===== src/rtl/cond_check_stage.sv =====
// -----------------------------------------------------------------------------
// cond_check_stage
//
// Condition-check pipeline stage placed directly after the status
// (condition-code) register. It evaluates the 4-bit ARM condition field of the
// decoded instruction against the current {N,Z,C,V} flags and registers the
// pass/branch decision for the next stage.
//
// The flags come from the EX-stage forward when that instruction sets flags and
// its flags are final. Otherwise they come from the status register. When the
// EX instruction will set flags but they are not final yet, the stage parks the
// instruction in WAIT and asserts hazard_stall. It leaves WAIT when the
// forwarded flags arrive, or after WAIT_MAX cycles. By then the status register
// holds the new flags.
//
// Ports:
//   CLK, RST      clock, synchronous active-high reset
//   cond_in       condition field of the decoded instruction
//   instr_valid   cond_in / is_branch valid this cycle
//   is_branch     instruction is a branch
//   cc_reg        {N,Z,C,V} from the status register
//   cc_fwd        {N,Z,C,V} produced by the EX-stage instruction
//   S_fwd         EX-stage instruction will set flags
//   fwd_valid     cc_fwd holds final values this cycle
//   stall_in      downstream stall, all outputs hold
//   flush         kill the instruction in this stage
//   valid_out     registered result valid
//   cond_pass     condition satisfied
//   branch_taken  cond_pass & is_branch
//   cond_out      condition field of the result
//   cc_used       flags used for the evaluation
//   hazard_stall  stage is in WAIT, upstream must hold
// -----------------------------------------------------------------------------
module cond_check_stage #(
    parameter int WAIT_MAX = 4,
    parameter int CNT_W    = 4
) (
    input  logic       CLK,
    input  logic       RST,
    input  logic [3:0] cond_in,
    input  logic       instr_valid,
    input  logic       is_branch,
    input  logic [3:0] cc_reg,
    input  logic [3:0] cc_fwd,
    input  logic       S_fwd,
    input  logic       fwd_valid,
    input  logic       stall_in,
    input  logic       flush,
    output logic       valid_out,
    output logic       cond_pass,
    output logic       branch_taken,
    output logic [3:0] cond_out,
    output logic [3:0] cc_used,
    output logic       hazard_stall
);

    typedef enum logic {
        ST_RUN  = 1'b0,
        ST_WAIT = 1'b1
    } state_t;

    localparam logic [CNT_W-1:0] CNT_LAST = CNT_W'(WAIT_MAX - 1);

    state_t           state_q, state_d;
    logic [CNT_W-1:0] cnt_q, cnt_d;
    logic             valid_q, valid_d;
    logic             pass_q, pass_d;
    logic             br_q, br_d;
    logic [3:0]       cond_out_q, cond_out_d;
    logic [3:0]       cc_used_q, cc_used_d;
    logic [3:0]       hold_cond_q, hold_cond_d;
    logic             hold_br_q, hold_br_d;
    logic [3:0]       flag_hold_q, flag_hold_d;
    logic             flags_ready_q, flags_ready_d;

    // Condition table, cc = {N,Z,C,V}.
    function automatic logic cond_eval(input logic [3:0] cond, input logic [3:0] cc);
        logic n, z, c, v;
        logic r;
        n = cc[3];
        z = cc[2];
        c = cc[1];
        v = cc[0];
        case (cond)
            4'b0000: r = z;
            4'b0001: r = !z;
            4'b0010: r = c;
            4'b0011: r = !c;
            4'b0100: r = n;
            4'b0101: r = !n;
            4'b0110: r = v;
            4'b0111: r = !v;
            4'b1000: r = c & !z;
            4'b1001: r = !c | z;
            4'b1010: r = (n == v);
            4'b1011: r = (n != v);
            4'b1100: r = !z & (n == v);
            4'b1101: r = z | (n != v);
            4'b1110: r = 1'b1;
            default: r = 1'b0;
        endcase
        return r;
    endfunction

    logic       needs_flags;
    logic [3:0] cc_eff;
    logic       hazard;
    logic       run_pass;
    logic [3:0] wait_cc;
    logic       wait_pass;

    // AL (1110) and NV (1111) ignore the flags, so they never wait.
    assign needs_flags = (cond_in[3:1] != 3'b111);
    assign cc_eff      = (S_fwd & fwd_valid) ? cc_fwd : cc_reg;
    assign hazard      = instr_valid & needs_flags & S_fwd & !fwd_valid;
    assign run_pass    = cond_eval(cond_in, cc_eff);

    // Flags captured during a downstream stall take precedence. They are the
    // final forwarded values, and the forward may already be gone by now.
    always_comb begin
        wait_cc = cc_reg;
        if (flags_ready_q) begin
            wait_cc = flag_hold_q;
        end else if (fwd_valid) begin
            wait_cc = cc_fwd;
        end
    end
    assign wait_pass = cond_eval(hold_cond_q, wait_cc);

    always_comb begin
        state_d       = state_q;
        cnt_d         = cnt_q;
        valid_d       = valid_q;
        pass_d        = pass_q;
        br_d          = br_q;
        cond_out_d    = cond_out_q;
        cc_used_d     = cc_used_q;
        hold_cond_d   = hold_cond_q;
        hold_br_d     = hold_br_q;
        flag_hold_d   = flag_hold_q;
        flags_ready_d = flags_ready_q;

        case (state_q)
            ST_RUN: begin
                if (flush) begin
                    valid_d = 1'b0;
                end else if (stall_in) begin
                    // hold everything
                end else if (instr_valid && hazard) begin
                    hold_cond_d   = cond_in;
                    hold_br_d     = is_branch;
                    valid_d       = 1'b0;
                    cnt_d         = '0;
                    flags_ready_d = 1'b0;
                    state_d       = ST_WAIT;
                end else if (instr_valid) begin
                    cond_out_d = cond_in;
                    cc_used_d  = cc_eff;
                    pass_d     = run_pass;
                    br_d       = run_pass & is_branch;
                    valid_d    = 1'b1;
                end else begin
                    valid_d = 1'b0;
                end
            end
            ST_WAIT: begin
                if (flush) begin
                    valid_d       = 1'b0;
                    flags_ready_d = 1'b0;
                    state_d       = ST_RUN;
                end else if (stall_in) begin
                    // The forward may drop before the stall clears, so keep a copy.
                    if (fwd_valid) begin
                        flag_hold_d   = cc_fwd;
                        flags_ready_d = 1'b1;
                    end
                end else if (flags_ready_q || fwd_valid || (cnt_q == CNT_LAST)) begin
                    // On timeout the status register already holds the new
                    // flags, so wait_cc falls back to cc_reg.
                    cond_out_d    = hold_cond_q;
                    cc_used_d     = wait_cc;
                    pass_d        = wait_pass;
                    br_d          = wait_pass & hold_br_q;
                    valid_d       = 1'b1;
                    flags_ready_d = 1'b0;
                    state_d       = ST_RUN;
                end else begin
                    if (cnt_q != CNT_LAST) begin
                        cnt_d = cnt_q + 1'b1;
                    end
                    valid_d = 1'b0;
                end
            end
            default: begin
                state_d = ST_RUN;
            end
        endcase
    end

    always_ff @(posedge CLK) begin
        if (RST) begin
            state_q       <= ST_RUN;
            cnt_q         <= '0;
            valid_q       <= 1'b0;
            pass_q        <= 1'b0;
            br_q          <= 1'b0;
            cond_out_q    <= 4'b0;
            cc_used_q     <= 4'b0;
            hold_cond_q   <= 4'b0;
            hold_br_q     <= 1'b0;
            flag_hold_q   <= 4'b0;
            flags_ready_q <= 1'b0;
        end else begin
            state_q       <= state_d;
            cnt_q         <= cnt_d;
            valid_q       <= valid_d;
            pass_q        <= pass_d;
            br_q          <= br_d;
            cond_out_q    <= cond_out_d;
            cc_used_q     <= cc_used_d;
            hold_cond_q   <= hold_cond_d;
            hold_br_q     <= hold_br_d;
            flag_hold_q   <= flag_hold_d;
            flags_ready_q <= flags_ready_d;
        end
    end

    assign valid_out    = valid_q;
    assign cond_pass    = pass_q;
    assign branch_taken = br_q;
    assign cond_out     = cond_out_q;
    assign cc_used      = cc_used_q;
    assign hazard_stall = (state_q == ST_WAIT);

endmodule


===== config.mk =====
export PLATFORM = sky130hd
export DESIGN_NAME = cond_check_stage
export DESIGN_NICKNAME = d
export VERILOG_FILES = /design/src/rtl/cond_check_stage.sv
export SDC_FILE = /design/constraint.sdc
export NUM_CORES = 1
export LEC_CHECK = 0
export CAP_MARGIN = 0
export CELL_PAD_IN_SITES_DETAIL_PLACEMENT = 2
export CELL_PAD_IN_SITES_GLOBAL_PLACEMENT = 2
export CORE_UTILIZATION = 28
export CTS_CLUSTER_SIZE = 16
export DETAILED_ROUTE_END_ITERATION = 6
export GPL_ROUTABILITY_DRIVEN = 0
export MAX_ROUTING_LAYER = met4
export PLACE_DENSITY_LB_ADDON = 0.15
export SYNTH_ARGS = -nofsm -noshare
export SYNTH_HDL_FRONTEND = slang
export SYNTH_SLANG_ARGS = --single-unit

===== constraint.sdc =====
create_clock -name CLK -period 2.5 [get_ports CLK]
set_input_delay 0.625 -clock CLK [delete_from_list [all_inputs] [get_ports CLK]]
set_output_delay 0.625 -clock CLK [all_outputs]
set_load 0.05 [all_outputs]

# Yosys cells after proc, flatten, opt, wreduce, memory -nomap -nowiden
# Index checks and enable logic that the tools add are counted.
# word_totals
elab_cells,166
output_inout_bits,12
in_bits,20
ff_bits,26
# classes
n_mux,68
n_eq_ne,49
bitwise_logic,17
add_sub_neg,1
n_reduce_logical,20
# op_table
cell,n
4-bit two-way mux,24
"4-bit == test, second input constant",14
1-bit two-way mux,34
"4-bit by 3-bit == test with 1-bit output, second input constant",8
1-bit case mux with 15 select lines,2
4-bit case mux with 2 select lines,3
"4-bit by 2-bit == test with 1-bit output, second input constant",5
"2-bit inequality test, second input constant",8
7-bit AND reduction,2
1-bit AND,10
1-bit case mux with 2 select lines,5
1-bit logical NOT,9
"3-bit inequality test, second input constant",3
"4-bit by 1-bit == test with 1-bit output, second input constant",2
4-bit logical NOT,2
4-bit AND reduction,2
5-bit AND reduction,1
"4-bit by 1-bit adder with 4-bit output, second input constant",1
"2-bit by 1-bit inequality test with 1-bit output, second input constant",2
"4-bit by 2-bit inequality test with 1-bit output, second input constant",1
"4-bit by 3-bit inequality test with 1-bit output, second input constant",1
"4-bit inequality test, second input constant",1
1-bit bitwise OR,4
1-bit NOT,3
5 further kinds,8

# Logic depth before layout (Yosys ltp)
# Gate-level depths: netlist (run 1).
# depth
ltp_word,11
mapped_depth,8
ltp_nobuf,7

# Worst setup path before layout (run 1)
# OpenSTA, ideal clock, no wires.
# synth_timing
path_kind,input port to flip-flop
start,in fwd_valid
end,"reg br_q, in the netlist branch_taken"
arrival_ns,2.287
cell_stages,8
setup_ns,0.139
slack_ns,0.074
n_path_buf,1
t_required_ns,2.361
path_cell_list,buf_6 > mux2_4 > mux2_4 > xnor3_1 > a311oi_1 > nor4_1 > o311ai_1 > o221ai_1
# synth_via
elab_chain_cells,11
word_cells_on_any_way,44
cone_classes,eq/ne (6); mux (13); bitwise (12); reduce/logical (13)
# synth_lines
item,line_no,rtl
from (decl),46,"input logic fwd_valid,"
1-bit AND,114,assign cc_eff = (S_fwd & fwd_valid) ? cc_fwd : cc_reg;
4-bit two-way mux,114,
"1-bit inequality test, or another cell as far along","96, 98",
"1-bit bitwise OR, or another cell as far along",98,4'b1101: r = z | (n != v);
1-bit case mux with 15 select lines,84,case (cond)
1-bit AND,160,br_d = run_pass & is_branch;
1-bit two-way mux,156,end else if (instr_valid) begin
1-bit two-way mux,149,end else if (instr_valid && hazard) begin
1-bit two-way mux,147,end else if (stall_in) begin
1-bit two-way mux,145,if (flush) begin
1-bit case mux with 2 select lines,143,case (state_q)
to (signal assigned),218,br_q <= br_d;
to (decl),68,"logic br_q, br_d;"
# Several ways; a longest one is shown, not always the timed one. The select of a mux whose other input is x is not followed.
# A chain may end at the register's enable or synchronous reset.

# Final worst setup path (run 1)
# Same ends and word-level chain as after synthesis.

==> results of run 1 <==
cell type report:
class                      count  share of cell area [%]
clock buffer                   3                    1.49
clock inverter                 1                    1.08
inverter                       7                   0.947
multi-input combinational    178                    47.7
sequential                    26                    18.8
tap                           77                    3.47
timing repair buffer          85                    26.5
kinds of logic after synthesis:
kind of cell	after synthesis
AND/OR/NAND/NOR	75
buffers and inverters	25
AO/OA/AOI/OAI	60
XOR/XNOR	6
adder cells (fa/ha/maj)	1
multiplexers	35
flip-flops	26
Yosys cell counts, drive strengths merged, types with 2 or more instances:
| cell type | count | area, um^2 |
|---|---|---|
| o21bai | 2 | 15.0 |
| nand3 | 6 | 30.0 |
| o311ai | 4 | 35.0 |
| nand2b | 3 | 18.8 |
| clkbuf | 13 | 50.0 |
| o211ai | 2 | 15.0 |
| a211o | 2 | 18.8 |
| inv | 7 | 26.3 |
| o21a | 3 | 30.0 |
| a21oi | 5 | 25.0 |
| o22ai | 2 | 12.5 |
| buf | 5 | 31.3 |
| o31a | 2 | 17.5 |
| mux2 | 7 | 86.3 |
| dfxtp | 26 | 521 |
| nor2b | 5 | 31.3 |
| o2bb2ai | 2 | 17.5 |
| o21ai | 13 | 65.1 |
| nor2 | 31 | 119 |
| nand2 | 16 | 62.6 |
| mux2i | 28 | 293 |
| nor4 | 3 | 18.8 |
| nor3 | 4 | 25.0 |
| a31oi | 4 | 31.3 |
| xor2 | 4 | 35.0 |
| a22oi | 3 | 22.5 |
| a211oi | 8 | 60.1 |
sequential cells by signal, indices dropped and copies added (netlist names):
signal / count
branch_taken: 1
hold_cond_q: 4
cond_out: 4
cond_pass: 1
hazard_stall: 1
flag_hold_q: 4
hold_br_q: 1
valid_out: 1
cnt_q: 4
flags_ready_q: 1
cc_used: 4
power by group through the flow:
stage | sequential, W | combinational [W] | clock [W]
global placement | 0.000438 | 0.000302 | 0
CTS | 0.000429 | 0.000316 | 0.000390
global route | 0.000430 | 0.000352 | 0.000413
floorplan | 0.000462 | 0.000129 | 0
finish | 0.000429 | 0.000327 | 0.000381
detailed placement | 0.000439 | 0.000308 | 0
stage by stage:
step	total power, W	hold WS, ps	worst slack, ps
final	0.00114	493	132
after global routing	0.00120	518	11.6
after CTS	0.00114	498	8.61
after detailed placement	0.000746	479	-641
after global placement	0.000740	469	-577
after floorplan	0.000591	454	73.9
what timing repair did:
action,in CTS,in global routing
cloned,0,1
pin swaps,8,12
hold endpoints to repair,0,0
resized for setup,17,17
setup buffers,1,4
endpoints found under the setup margin,2,2
worst max-delay path by stage:
stage | from | end | slack (ps) | cells past startpoint
after floorplan | fwd_valid | branch_taken | 70 | 8
after detailed placement | fwd_valid | branch_taken | -640 | 8
after global routing | fwd_valid | branch_taken | 10 | 12
after CTS | cond_in[2] | branch_taken | 9 | 7
after global placement | fwd_valid | branch_taken | -580 | 8
final | fwd_valid | branch_taken | 130 | 9
worst register-to-register path: cells and delay by family, from the launching register on:
family / cells / cell delay (ps)
AO/OA/AOI/OAI: 3 / 810
flip-flops: 1 / 500
multiplexers: 1 / 350
buffers and inverters: 1 / 210
XOR/XNOR: 1 / 210
AND/OR/NAND/NOR: 1 / 70
per-layer routing:
layer,vias to the layer above,share of wire [%],GRT usage (%)
met3,10,1.6,2.18
met1,958,47,26.1
met2,29,50,35.5
met5,-,0,-
met4,0,1.7,7.05
li1,973,-,-
==> impl_metrics.tcl, run 1 <==
set metrics [dict create \
    status "finished, violations left" \
    violations "DRC" \
    p_sw_w 0.000338 \
    cts_hold_buf 0 \
    power_frac_seq_pct 37.8 \
    drt_pass1_iterations 6 \
    stdcell_area_um2 2770 \
    end_kind "register" \
    htreeDepth 1 \
    r2r-end "branch_taken" \
    critPathSlowestCell "o311ai_1" \
    p_leak_nw 1.18 \
    timing.final.crit_share_pct 94.7 \
    hold_viol 0 \
    post_dp_cell_area_um2 2590 \
    grt_max_degree 27 \
    powerDensity_nw_per_um2 410 \
    antenna_found_initial 0 \
    ys_ff_latch 26 \
    io_buffers 31 \
    cp_data_required_time_ps 2680 \
    finish.utilization_pct 43.2 \
    worst-path-buf-inv 2 \
    crit_family "compound AO/OA/AOI/OAI gates" \
    period_minus_slack_ps 2370 \
    grt_overflow 0 \
    wl_per_cell_um 18.5 \
    vias_per_cell 5.23 \
    multiInputGateArea_um2 1320 \
    cp_max_fo 4 \
    min_path_cells 2 \
    p_sw_share_pct 29.7 \
    synth.cell_area_um2 1890 \
    internal_power_w 0.000798 \
    die_area_um2 7080 \
    start_kind "primary input" \
    synth-warning-count 0 \
    synth-xor-area-share_pct 3.51 \
    cpMostUsedCell "mux2_4" \
    worstPathArrival_ps 2550 \
    clk_pin_slew_ps 110 \
    rr_worst_depth 7 \
    finalMaxSlewViolations 0 \
    synth_top_family_by_area "compound AO/OA/AOI/OAI gates" \
    yosys.area_share.simple_pct 19.0 \
    yosysUniqueCellTypes 56 \
    clock-sinks 26 \
    ys_async_sr_fraction_pct 0 \
    synthesis.instances 228 \
    worst_pin_slew_ps 501 \
    synth_top_flop_cell "dfxtp_1" \
    grt_pass1_wl_um 11300 \
    min_path_type "register to register" \
    clkPwrFrac_pct 33.5 \
    min-delay-start "cond_pass" \
    rows 29 \
    finClkSkew_ps 4.61 \
    cts_tree "built" \
    die_x_um 84.1 \
    fin_nets 322 \
    clockBufferDepth 2 \
    rsz0062_at_grt "false" \
    grt.total_usage_pct 21.0 \
    dp.cells 367 \
    regArea_um2 520 \
    critical_path.cell_chain "buf_2, buf_6, mux2_4, mux2_4, xnor3_1, a311oi_2, nor4_1, o311ai_1, o221ai_1" \
    stdcell_count 377 \
    clkLatencyLatePin_ps 290 \
    r2r_slack_ps 240 \
    worstReg2RegStart "flags_ready_q" \
    final_common_cell "buf_4" \
    root_buffer "clkbuf_8" \
    grt_pass1_vias 2197 \
    finalWirelength_um 6960 \
    maxCapViolCount 0 \
    dp_hpwl_um 5220 \
    n_fill_cell 725 \
    die_y_um 84.1 \
    maxSlewHeadroom_pct 66.6 \
    synth_edf_count 0 \
    drtIter0Drc 42 \
    hold-path-endpoint "cond_pass" \
    tns_ps 0 \
    vias 1970 \
    initial_core_util_pct 29.4 \
    syn_avg_cell_area_um2 8.28 \
    ys_seq_area_share_pct 27.6 \
    design.core.area_um2 6420 \
    ant_nets 0 \
    drive_gt1_share_pct 29.0 \
    fmax_mhz 422 \
    vdd_drop_max_uv 204 \
    drc 2 \
    cts_made_buffers 3 \
    combPwrFrac_pct 28.7 \
    diodes 0 \
    ios 32 \
    synth_compound_area_share_pct 23.5 \
    synth_nets 249 \
    crit_path_max_incr_delay_ps 350 \
    layout_common_cells "buf_4 (51), nor2_1 (30), dfxtp_1 (26), mux2i_1 (25), clkdlybuf4s50_1 (20)" \
    synthAdderAreaFrac_pct 0.663 \
    syn2layout_area_growth_pct 46.9 \
    synth_mux_area_share_pct 20.1 \
    critPathKind "primary input to register" \
    setup_viol 0 \
]
(Power assumes the default switching activity.)
==> run 2: changes to the inputs <==
--- a/config.mk
+++ b/config.mk
@@ -8,6 +8,7 @@
 export CAP_MARGIN = 0
 export CELL_PAD_IN_SITES_DETAIL_PLACEMENT = 2
 export CELL_PAD_IN_SITES_GLOBAL_PLACEMENT = 2
+export CORE_MARGIN = 2
 export CORE_UTILIZATION = 28
 export CTS_CLUSTER_SIZE = 16
 export DETAILED_ROUTE_END_ITERATION = 6
==> impl_metrics.tcl, run 2 (same netlist as run 1, synthesis figures left out) <==
set metrics [dict create \
    p_leak_nw 1.15 \
    dp_hpwl_um 5290 \
    grt_max_degree 27 \
    post_dp_cell_area_um2 2610 \
    vias 1975 \
    crit_path_max_incr_delay_ps 350 \
    tns_ps 0 \
    multiInputGateArea_um2 1350 \
    drtIter0Drc 44 \
    timing.final.crit_share_pct 97.2 \
    die_x_um 86.1 \
    cts_hold_buf 0 \
    critPathKind "primary input to register" \
    rows 29 \
    diodes 0 \
    met3_usage_pct 2.60 \
    dp.cells 366 \
    regArea_um2 520 \
    period_minus_slack_ps 2430 \
    clock-sinks 26 \
    syn2layout_area_growth_pct 47.6 \
    wl_per_cell_um 18.3 \
    setup_viol 0 \
    cpMostUsedCell "mux2_4" \
    grt_overflow 0 \
    io_buffers 31 \
    final_common_cell "buf_4" \
    maxSlewHeadroom_pct 63.0 \
    critical_path.cell_chain "dlygate4sd2_1, mux2_4, mux2_4, buf_4, o41ai_4, a21oi_2, nor4_2, o311ai_2, o221ai_1" \
    cp_max_fo 2 \
    clockBufferDepth 2 \
    cp_data_required_time_ps 2710 \
    holdWs_ps 497 \
    stdcell_area_um2 2790 \
    clkLatencyLatePin_ps 280 \
    cts_tree "built" \
    htreeDepth 1 \
    n_fill_cell 739 \
    clk_pin_slew_ps 100 \
    hold_viol 0 \
    drc 0 \
    die_area_um2 7420 \
    end_kind "register" \
    finalMaxSlewViolations 0 \
    worst_pin_slew_ps 554 \
    vdd_drop_max_uv 185 \
    ios 32 \
    root_buffer "clkbuf_8" \
    min_path_type "register to register" \
    worstPathArrival_ps 2640 \
    fmax_mhz 411 \
    busiest_layer "met2" \
    design.core.area_um2 6420 \
    die_y_um 86.1 \
    finalWirelength_um 6830 \
    grt_use_met1_pct 24.5 \
    drive_gt1_share_pct 28.7 \
    status "finished clean" \
    finClkSkew_ps 3.11 \
    drt_pass1_iterations 4 \
    vias_per_cell 5.29 \
    grtUsageMet2_pct 35.0 \
    stdcell_count 373 \
    powerDensity_nw_per_um2 401 \
    cts_made_buffers 3 \
    grt.total_usage_pct 19.8 \
    critPathSlowestCell "o41ai_4" \
    ant_nets 0 \
    antenna_found_initial 0 \
    grt_pass1_vias 2174 \
    initial_core_util_pct 29.4 \
    layout_common_cells "buf_4 (47), nor2_1 (30), mux2i_1 (26), dfxtp_1 (26), clkdlybuf4s50_1 (24)" \
    start_kind "primary input" \
    grt_pass1_wl_um 11200 \
    fin_nets 318 \
    maxCapViolCount 0 \
]
==> run 2: power breakdown <==
group          total [W]  switching (W)  internal [W]
combinational   0.000325       0.000165      0.000161
sequential      0.000429     0.00000640      0.000423
clock           0.000364       0.000149      0.000215
==> run 2: timing repair <==
action	CTS	global route
setup buffers	2	1
endpoints found under the setup margin	2	2
pin swaps	8	4
resized for setup	21	11
==> run 2: final timing paths <==
kind	startpoint	end	slack [ps]	depth (start not counted)
worst max register to register	flags_ready_q	branch_taken	310	8
worst min register to register	valid_out	valid_out	500	2
worst min-delay path	valid_out	valid_out	500	2
worst max-delay path	cc_reg[0]	branch_taken	70	9
==> run 2: area by class of cell <==
type	count	share of cell area, %
Sequential cell	26	18.7
Tap cell	77	3.46
Inverter	7	0.943
Timing Repair Buffer	82	26.1
Clock buffer	3	1.48
Clock inverter	1	1.08
Multi-Input combinational cell	177	48.2
==> run 2: critical path, delay by kind of cell <==
kind	cells	cell delay, ps
compound gates	4	740
mux	2	570
buf+inv	2	420
simple gates	1	290
==> run 2: through the flow <==
| stage | setup slack (ps) | total power (W) | util, % |
|---|---|---|---|
| CTS | 10.4 | 0.00113 | 42.8 |
| floorplan | 73.9 | 0.000591 | - |
| detailed placement | -575 | 0.000748 | 40.6 |
| global route | -9.41 | 0.00117 | 43.4 |
| global placement | -577 | 0.000740 | 40.6 |
| finish | 69.1 | 0.00112 | 43.4 |
==> run 2: routing by layer <==
metal | share of wire, % | wire length, um
met1 | 47 | 3230
met2 | 50 | 3430
met3 | 1.8 | 122
met4 | 0.72 | 49
met5 | 0 | 0
==> run 3: changes to the inputs <==
--- a/config.mk
+++ b/config.mk
@@ -10,11 +10,13 @@
 export CELL_PAD_IN_SITES_GLOBAL_PLACEMENT = 2
 export CORE_MARGIN = 2
 export CORE_UTILIZATION = 28
+export CTS_CLUSTER_DIAMETER = 60
 export CTS_CLUSTER_SIZE = 16
 export DETAILED_ROUTE_END_ITERATION = 6
 export GPL_ROUTABILITY_DRIVEN = 0
 export MAX_ROUTING_LAYER = met4
 export PLACE_DENSITY_LB_ADDON = 0.15
+export SKIP_CTS_REPAIR_TIMING = 1
 export SYNTH_ARGS = -nofsm -noshare
 export SYNTH_HDL_FRONTEND = slang
 export SYNTH_SLANG_ARGS = --single-unit
==> constraint.sdc (replaced) <==
create_clock -name CLK -period 2.14 [get_ports CLK]
set_input_delay 0.535 -clock CLK [delete_from_list [all_inputs] [get_ports CLK]]
set_output_delay 0.535 -clock CLK [all_outputs]
set_load 0.05 [all_outputs]
==> impl_metrics.tcl, run 3 (same netlist as run 1, synthesis figures left out) <==
set metrics [dict create \
    grt_overflow 0 \
    start_kind "primary input" \
    rows 29 \
    drtIter0Drc 51 \
    finalWirelength_um 7470 \
    status "finished, violations left" \
    violations "setup timing" \
    r2r_slack_ps -130 \
    multiInputGateArea_um2 1360 \
    vdd_drop_max_uv 213 \
    grt_pass1_wl_um 11500 \
    min-delay-start "cc_used[1]" \
    design.core.area_um2 6420 \
    cts_made_buffers 3 \
    cp_max_fo 4 \
    die_x_um 86.1 \
    powerDensity_nw_per_um2 466 \
    cp_data_required_time_ps 2310 \
    vias_per_cell 5.34 \
    critPathKind "primary input to register" \
    io_buffers 31 \
    clkLatencyLatePin_ps 290 \
    cts_tree "built" \
    grt_max_degree 18 \
    period_minus_slack_ps 2310 \
    min_path_type "register to register" \
    finalMaxSlewViolations 0 \
    maxSlewHeadroom_pct 65.8 \
    tns_ps -322 \
    layout_common_cells "buf_4 (60), nor2_1 (30), dfxtp_1 (26), mux2i_1 (24), clkdlybuf4s50_1 (20)" \
    crit_end "branch_taken" \
    clock-sinks 26 \
    fmax_mhz 432 \
    worst_pin_slew_ps 511 \
    drt_pass1_iterations 4 \
    ant_nets 0 \
    clk_pin_slew_ps 110 \
    fin_nets 328 \
    syn2layout_area_growth_pct 52.4 \
    r2r-end "branch_taken" \
    wl_per_cell_um 19.5 \
    vias 2047 \
    setup_ws_ps -173 \
    root_buffer "clkbuf_8" \
    worstPathArrival_ps 2480 \
    maxCapViolCount 0 \
    ios 32 \
    hold_viol 0 \
    worstReg2RegStart "flags_ready_q" \
    clockBufferDepth 2 \
    timing.final.crit_share_pct 108 \
    setup_viol 2 \
    finish.utilization_pct 44.8 \
    finClkSkew_ps 5.49 \
    htreeDepth 1 \
    initial_core_util_pct 29.4 \
    end_kind "register" \
    cp-startpoint "fwd_valid" \
    drive_gt1_share_pct 32.4 \
    rr_worst_depth 7 \
    grt.total_usage_pct 20.6 \
    dp_hpwl_um 5710 \
    antenna_found_initial 0 \
    n_fill_cell 709 \
    p_leak_nw 1.23 \
    diodes 0 \
    grt_pass1_vias 2243 \
    drc 0 \
    die_area_um2 7420 \
    die_y_um 86.1 \
    rsz0062_at_grt "true" \
    regArea_um2 520 \
    final_common_cell "buf_4" \
]
run 3: area by class of cell:
cell class | count | share of cell area, %
clock buffer | 3 | 1.44
sequential | 26 | 18.1
timing repair buffer | 92 | 27.9
inverter | 7 | 0.913
tap | 77 | 3.35
multi-input combinational | 177 | 47.2
clock inverter | 1 | 1.04
run 3: worst min path at each step:
stage / endpoint / cells past startpoint
detailed placement: flag_hold_q[2] / 2
global route: cond_pass / 2
global placement: valid_out / 2
finish: cc_used[1] / 2
CTS: cc_used[1] / 2
floorplan: flag_hold_q[1] / 2
run 3: critical path, stage by stage:
cell      delay (ps)
buf_8            110
mux2_4           310
mux2_4           280
xnor3_1          360
a311oi_2         330
nor4_2           100
o311ai_2         310
o221ai_1         150
run 3: layer usage:
metal	track usage [%]	up-vias	part of all wire [%]
met5	-	-	0
met4	5.92	0	1.4
met3	1.73	7	1.3
met2	35.6	22	53
met1	25.6	1029	44
li1	-	989	-
run 3: stage by stage:
step / power (W) / hold slack, ps / instances / instance area (um^2) / setup slack [ps]
6_report: 0.00134 / 502 / 383 / 2880 / -173
3_5_place_dp: 0.000890 / 493 / 378 / 2690 / -964
3_3_place_gp: 0.000877 / 465 / 378 / 2690 / -828
5_1_grt: 0.00140 / 540 / 383 / 2880 / -202
2_1_floorplan: 0.000693 / 454 / 228 / 1900 / -99.7
4_1_cts: 0.00133 / 514 / 382 / 2760 / -699
run 3: where the power goes:
part | internal (W) | switching, W
logic | 0.000196 | 0.000207
clock network | 0.000251 | 0.000186
registers | 0.000494 | 0.00000664
total | 0.000941 | 0.000400
